### config.mk
export PLATFORM = sky130hd
export DESIGN_NAME = fp_round_int
export DESIGN_NICKNAME = d
export VERILOG_FILES = /design/src/rtl/fp_round_int.sv
export SDC_FILE = /design/constraint.sdc
export NUM_CORES = 1
export LEC_CHECK = 0
export CAP_MARGIN = 10
export CELL_PAD_IN_SITES_DETAIL_PLACEMENT = 0
export CELL_PAD_IN_SITES_GLOBAL_PLACEMENT = 1
export CORE_ASPECT_RATIO = 1.4
export CORE_UTILIZATION = 35
export DETAILED_ROUTE_END_ITERATION = 8
export PLACE_DENSITY_LB_ADDON = 0.1
export SYNTH_ARGS = -nofsm -noshare
export SYNTH_HDL_FRONTEND = slang
export SYNTH_SLANG_ARGS = --single-unit
### constraint.sdc
create_clock -name clk -period 3.05 [get_ports clk]
set_input_delay 0.61 -clock clk [delete_from_list [all_inputs] [get_ports clk]]
set_output_delay 0.61 -clock clk [all_outputs]
set_load 0.01 [all_outputs]
### src/rtl/fp_round_int.sv
// Purpose: rounds an IEEE 754 operand to an integral value in the same format (5 modes, inexact/invalid flags).
// Latency: 2 cycles from the accepting edge to out_valid, 1 result per cycle when unstalled.
// Backpressure: valid/ready; out_ready low holds S2 and a full S1, in_ready drops once both are full; ce=0 freezes all.
module fp_round_int #(
    parameter int FPWID = 32,
    parameter int TAGW  = 4
) (
    input  logic              clk,
    input  logic              rst_n,
    input  logic              ce,
    input  logic              in_valid,
    output logic              in_ready,
    input  logic [FPWID-1:0]  i,
    input  logic [2:0]        rm,
    input  logic [TAGW-1:0]   tag_i,
    output logic              out_valid,
    input  logic              out_ready,
    output logic [FPWID-1:0]  o,
    output logic [TAGW-1:0]   tag_o,
    output logic              inexact,
    output logic              invalid
);

    // Exponent width per format; fraction takes the rest after the sign.
    localparam int EW   = (FPWID == 16) ? 5 : (FPWID == 32) ? 8 : (FPWID == 64) ? 11 : 15;
    localparam int FW   = FPWID - 1 - EW;
    localparam int EMSB = EW - 1;
    // FMSB is the bit position of the hidden bit in the significand.
    localparam int FMSB = FW;
    localparam int MW   = FPWID - 1;
    localparam int BIAS = (1 << EMSB) - 1;

    localparam logic [EW-1:0] E_BIAS = EW'(BIAS);
    localparam logic [EW-1:0] E_HALF = EW'(BIAS - 1);
    localparam logic [EW-1:0] E_INT  = EW'(BIAS + FMSB);
    localparam logic [MW-1:0] LSB1   = {{(MW-1){1'b0}}, 1'b1};
    localparam logic [MW-1:0] ONE    = {E_BIAS, {FW{1'b0}}};
    localparam logic [MW-1:0] QBIT   = {{EW{1'b0}}, 1'b1, {(FW-1){1'b0}}};

    // Operand fields
    logic          sgn;
    logic [EW-1:0] exp_f;
    logic [FW-1:0] frac;
    logic [MW-1:0] mag;

    assign sgn   = i[FPWID-1];
    assign mag   = i[MW-1:0];
    assign exp_f = i[MW-1:FW];
    assign frac  = i[FW-1:0];

    // Fraction-bit count and the masks derived from it (only meaningful for bias <= exp < bias+FMSB)
    logic [EW-1:0] fcnt;
    logic [MW-1:0] inc_m;
    logic [MW-1:0] lo_m;
    logic [MW-1:0] rnd_m;
    logic [MW-1:0] stk_m;

    assign fcnt  = E_INT - exp_f;
    assign inc_m = LSB1 << fcnt;
    assign lo_m  = inc_m - LSB1;
    assign rnd_m = inc_m >> 1;
    assign stk_m = lo_m >> 1;

    // S1 next-state: classification, masked magnitude, and the amount to add in S2
    logic          rnd;
    logic          stk;
    logic          lsb;
    logic          up;
    logic [MW-1:0] nx_mag;
    logic [MW-1:0] nx_inc;
    logic [MW-1:0] nx_add;
    logic          nx_inx;
    logic          nx_inv;

    // Decode operand and decide rounding direction
    always_comb begin
        rnd    = 1'b0;
        stk    = 1'b0;
        lsb    = 1'b0;
        up     = 1'b0;
        nx_mag = mag;
        nx_inc = '0;
        nx_add = '0;
        nx_inx = 1'b0;
        nx_inv = 1'b0;
        if (&exp_f) begin
            // Inf and quiet NaN pass; signalling NaN gets its quiet bit set
            if ((|frac) && !frac[FW-1]) begin
                nx_mag = mag | QBIT;
                nx_inv = 1'b1;
            end
        end else if ((exp_f == '0) && !(|frac)) begin
            nx_mag = mag;
        end else if (exp_f >= E_INT) begin
            nx_mag = mag;
        end else begin
            if (exp_f >= E_BIAS) begin
                rnd    = |(mag & rnd_m);
                stk    = |(mag & stk_m);
                // At f = FMSB this picks the exponent LSB, which is 1 just like the hidden bit
                lsb    = |(mag & inc_m);
                nx_mag = mag & ~lo_m;
                nx_inc = inc_m;
            end else begin
                // Magnitude below 1: result is zero or one with the operand's sign
                rnd    = (exp_f == E_HALF);
                stk    = rnd ? (|frac) : 1'b1;
                lsb    = 1'b0;
                nx_mag = '0;
                nx_inc = ONE;
            end
            nx_inx = rnd | stk;
            case (rm)
                3'b000:  up = rnd & (stk | lsb);
                3'b100:  up = rnd;
                3'b011:  up = !sgn & (rnd | stk);
                3'b010:  up = sgn & (rnd | stk);
                default: up = 1'b0;
            endcase
            nx_add = up ? nx_inc : '0;
        end
    end

    // Pipeline control
    logic            s1_vld;
    logic            s1_sgn;
    logic [MW-1:0]   s1_mag;
    logic [MW-1:0]   s1_add;
    logic            s1_inx;
    logic            s1_inv;
    logic [TAGW-1:0] s1_tag;
    logic            s1_adv;

    assign s1_adv   = !out_valid | out_ready;
    assign in_ready = rst_n & ce & (!s1_vld | s1_adv);

    // S1: capture decoded operand on an accepting edge, hold otherwise
    always_ff @(posedge clk or negedge rst_n) begin
        if (!rst_n) begin
            s1_vld <= 1'b0;
            s1_sgn <= 1'b0;
            s1_mag <= '0;
            s1_add <= '0;
            s1_inx <= 1'b0;
            s1_inv <= 1'b0;
            s1_tag <= '0;
        end else if (in_ready) begin
            s1_vld <= in_valid;
            if (in_valid) begin
                s1_sgn <= sgn;
                s1_mag <= nx_mag;
                s1_add <= nx_add;
                s1_inx <= nx_inx;
                s1_inv <= nx_inv;
                s1_tag <= tag_i;
            end
        end
    end

    // S2: apply the increment (carry ripples into the exponent) and register outputs
    always_ff @(posedge clk or negedge rst_n) begin
        if (!rst_n) begin
            out_valid <= 1'b0;
            o         <= '0;
            tag_o     <= '0;
            inexact   <= 1'b0;
            invalid   <= 1'b0;
        end else if (ce && s1_adv) begin
            out_valid <= s1_vld;
            if (s1_vld) begin
                o       <= {s1_sgn, s1_mag + s1_add};
                tag_o   <= s1_tag;
                inexact <= s1_inx;
                invalid <= s1_inv;
            end
        end
    end

endmodule

==> summary.md <==
| Metric | Value |
|---|---|
| Post-synthesis adder-cell area fraction | 5.82% |
| Pre-Repair DR Iteration Count | 5 |
| Register area share after synthesis | between 30% and 40% |
| Initial Util | 35.8% |
| IO Count | between 80 and 90 |
| First DRT Iteration DRCs | between 400 and 500 |
| Worst Max-Slew Pin Slew | 1.08 ns |
| Most common cell after layout, fill and taps aside | buf_4 |
| Vias per cell | 5.40 |
| RSZ-0062 raised after global routing | true |
| Placement Cell Area | 0.0109 mm² |
| Final Hold Viols | 0 |
| Pin count of the biggest net entering global routing | 81 |
| Clock latency on the worst-skew pair | 0.35 ns |
| Yosys warns | 0 |
| Syn_area_per_cell | 8.28 µm² |
| Total CTS buffers | 9 |
| Synth Area in XOR/XNOR | under 10% |
| Layout Nets | 1354 |
| Unique masters post-synth | a little under 90 |
| Hold buffers post-CTS | 0 |
| Core Rows | between 60 and 70 |
| Pre-CTS setup slack | -1.89 ns |
| Total negative slack | -23.48 ns |
| Fin crit period | 3.84 ns |
| DP HPWL | ~26000 µm |
| Cell Pwr Density | ~420 mW/mm² |
| Worst path required time | ~3.3 ns |
| Largest family of logic cells by synthesized area | compound AO/OA/AOI/OAI gates |
| Crit path max fanout | 6 |
| H-tree Lvls | 3 |
| Most frequent cells in the layout | buf_4 (248), nand2_1 (178), dfrtp_1 (108) |
| Post-synthesis mux area share | under 10% |
| Mapped Cells | 950 |
| Post-synthesis compound-gate area fraction | a little over a quarter |
| Fin util | around 56% |
| Top_reg_cell synth | dfrtp_1 |
| Fraction of layout cells with a size suffix above 1 | about a third |
| CP endpoint kind | flop |
| IO Port Bufs | just over 80 |
| CTS sink cnt | 109 |
| Hold Path Class | in -> async |
| Post-synth EDFFs | 0 |
| Die Wd | 129 µm |
| Maximum vdd ir drop | 0.306 mV |
| Setup Skew | approximately 0.0086 ns |
| CTS tree | yes |
| WL final | between 30000 and 40000 µm |
| Worst path arrival time | just over 4 ns |
| Fmax | between 200 and 300 MHz |
| WL per Instance | 20.8 µm |
| # fillers | ~2100 |
| GRT Residual Overflow | 0 |
| Mapped Nets | just over 1000 |
| # diodes | 0 |
| Relative slew slack | between 20% and 30% |
| DIE AREA | about 0.023 mm² |
| Cell Area, Synth | roughly 0.0079 mm² |
| Initial antenna violation count | 0 |
| Failing checks | setup timing |
| Flops & latches, synth | 109 |
| Die Y | 179 µm |
| Via count | ~8500 |
| Outcome | finished with violations |
| Pleak | between 5 and 6 nW |
| First-pass GRT wire length | around 49000 µm |
| Post-synth ARST share | 100% |
| Vias in the first global route | between 8000 and 9000 |
| Clock Path Buffers | 2 |
| Clk root buf | clkbuf_16 |
| Simple-gate share of the synthesized area | about 22% |
| Placer's final routability congestion estimate | around 0.98 |
| Setup ws final | -0.788 ns |
| Setup-failing EPs final | 35 |
| Design Area, Final | 0.0123 mm² |
| Overall global routing resource usage | between 20% and 30% |
| Final ANT Viol Nets | 0 |
| Clock-pin slew on the worst setup and hold paths | approximately 0.070 ns |
| DRC violations left | 0 |
| Final period utilization | 126% |
| Startpoint types | input pin |
| Area grow syn2layout | 56.6% |
| Critical path type | in -> reg |
| Number of max-cap violations | 0 |
| Count of pins over their slew limit | 0 |
| CORE AREA | approximately 0.022 mm² |
==> kinds of logic after synthesis <==
| kind of cell | after synthesis |
|---|---|
| AND/OR/NAND/NOR | 375 |
| XOR/XNOR | 36 |
| AO/OA/AOI/OAI | 303 |
| flip-flops | 109 |
| buffers and inverters | 79 |
| multiplexers | 12 |
| adder cells (fa/ha/maj) | 36 |
==> cell usage after synthesis, drive strengths merged (8+ instances only) <==
library cell | count | share of area (%)
clkbuf | 34 | 1.6
a21o | 10 | 0.95
xor2 | 13 | 1.6
nor3 | 31 | 2.2
buf | 22 | 1.4
dfrtp | 109 | 35
nand2 | 183 | 8.8
a21oi | 65 | 4.2
inv | 22 | 1.1
nand3 | 43 | 2.8
ha | 35 | 5.6
a32o | 13 | 1.7
a31oi | 13 | 1.2
a22o | 14 | 1.6
nor4 | 9 | 0.80
nand2b | 11 | 0.88
o21ai | 92 | 6.1
o31ai | 22 | 2.3
nor2b | 8 | 0.64
nor2 | 53 | 2.6
a211oi | 11 | 1.3
xnor2 | 23 | 2.7
==> power by group <==
group          leakage [nW]  switching [W]  internal [W]
Clock                 0.156       0.000521      0.000744
Sequential             1.45       0.000155       0.00171
Combinational          3.92        0.00103       0.00100
==> metrics by stage <==
step	cells	hold WS, ns	power [W]
finish	1576	0.342	0.00516
global route	1576	0.398	0.00547
CTS	1552	0.351	0.00508
detailed placement	1518	0.450	0.00375
global placement	1518	0.448	0.00374
floorplan	950	0.314	0.00272
==> final timing paths <==
check / from / cells past startpoint / endpoint / slack (ns)
setup / recovery: i[27] / 18 / s1_add[6] / -0.79
hold / removal: rst_n / 2 / o[26] / 0.34
setup reg to reg: s1_add[0] / 16 / o[24] / 0.03
hold reg to reg: o[18] / 2 / o[18] / 0.47
max in group asynchronous: rst_n / 3 / s1_add[16] / 1.45
min in group clk: o[18] / 2 / o[18] / 0.47
==> state kept, by name, summed over array words and instances (netlist names) <==
signal and flops:
o 32, s1_add 31, s1_mag 31, s1_tag 4
tag_o 4, inexact 1, invalid 1, out_valid 1
s1_inv 1, s1_inx 1, s1_sgn 1, s1_vld 1
==> per-layer routing <==
metal / global-route usage (%) / vias to the layer above / part of all wire (%)
met4: 20.1 / 0 / 6.8
met1: 33.6 / 4063 / 40
met2: 51.0 / 259 / 50
met3: 2.38 / 88 / 3.3
li1: - / 4104 / -
met5: 0 / - / 0
==> critical path, cell delays in order <==
cell	delay, ns
buf_8	0.10
a211o_4	0.35
or3_4	0.42
nand4_4	0.12
nor2_4	0.07
nand2_4	0.08
ha_4	0.17
buf_8	0.13
inv_8	0.04
a31oi_4	0.31
buf_6	0.16
o31ai_4	0.07
a2111oi_4	0.38
o2111ai_4	0.27
o21ai_4	0.31
a211oi_4	0.11
buf_6	0.14
a32o_1	0.23
==> layout make-up <==
type | instances | area [µm²] | share of cell area [%]
multi-input combinational | 762 | 5590 | 45.4
timing repair buffer | 369 | 3200 | 26.0
sequential | 109 | 2730 | 22.2
tap | 297 | 372 | 3.02
clock buffer | 11 | 243 | 1.97
inverter | 23 | 98.8 | 0.803
clock inverter | 5 | 81.3 | 0.660
==> repair_timing <==
action / CTS / global route
gates resized for setup: 94 / 119
setup endpoints to repair: 66 / 60
setup buffers: 19 / 28
pin swaps: 44 / 79
No activity file was read; power rests on OpenSTA's default activity.
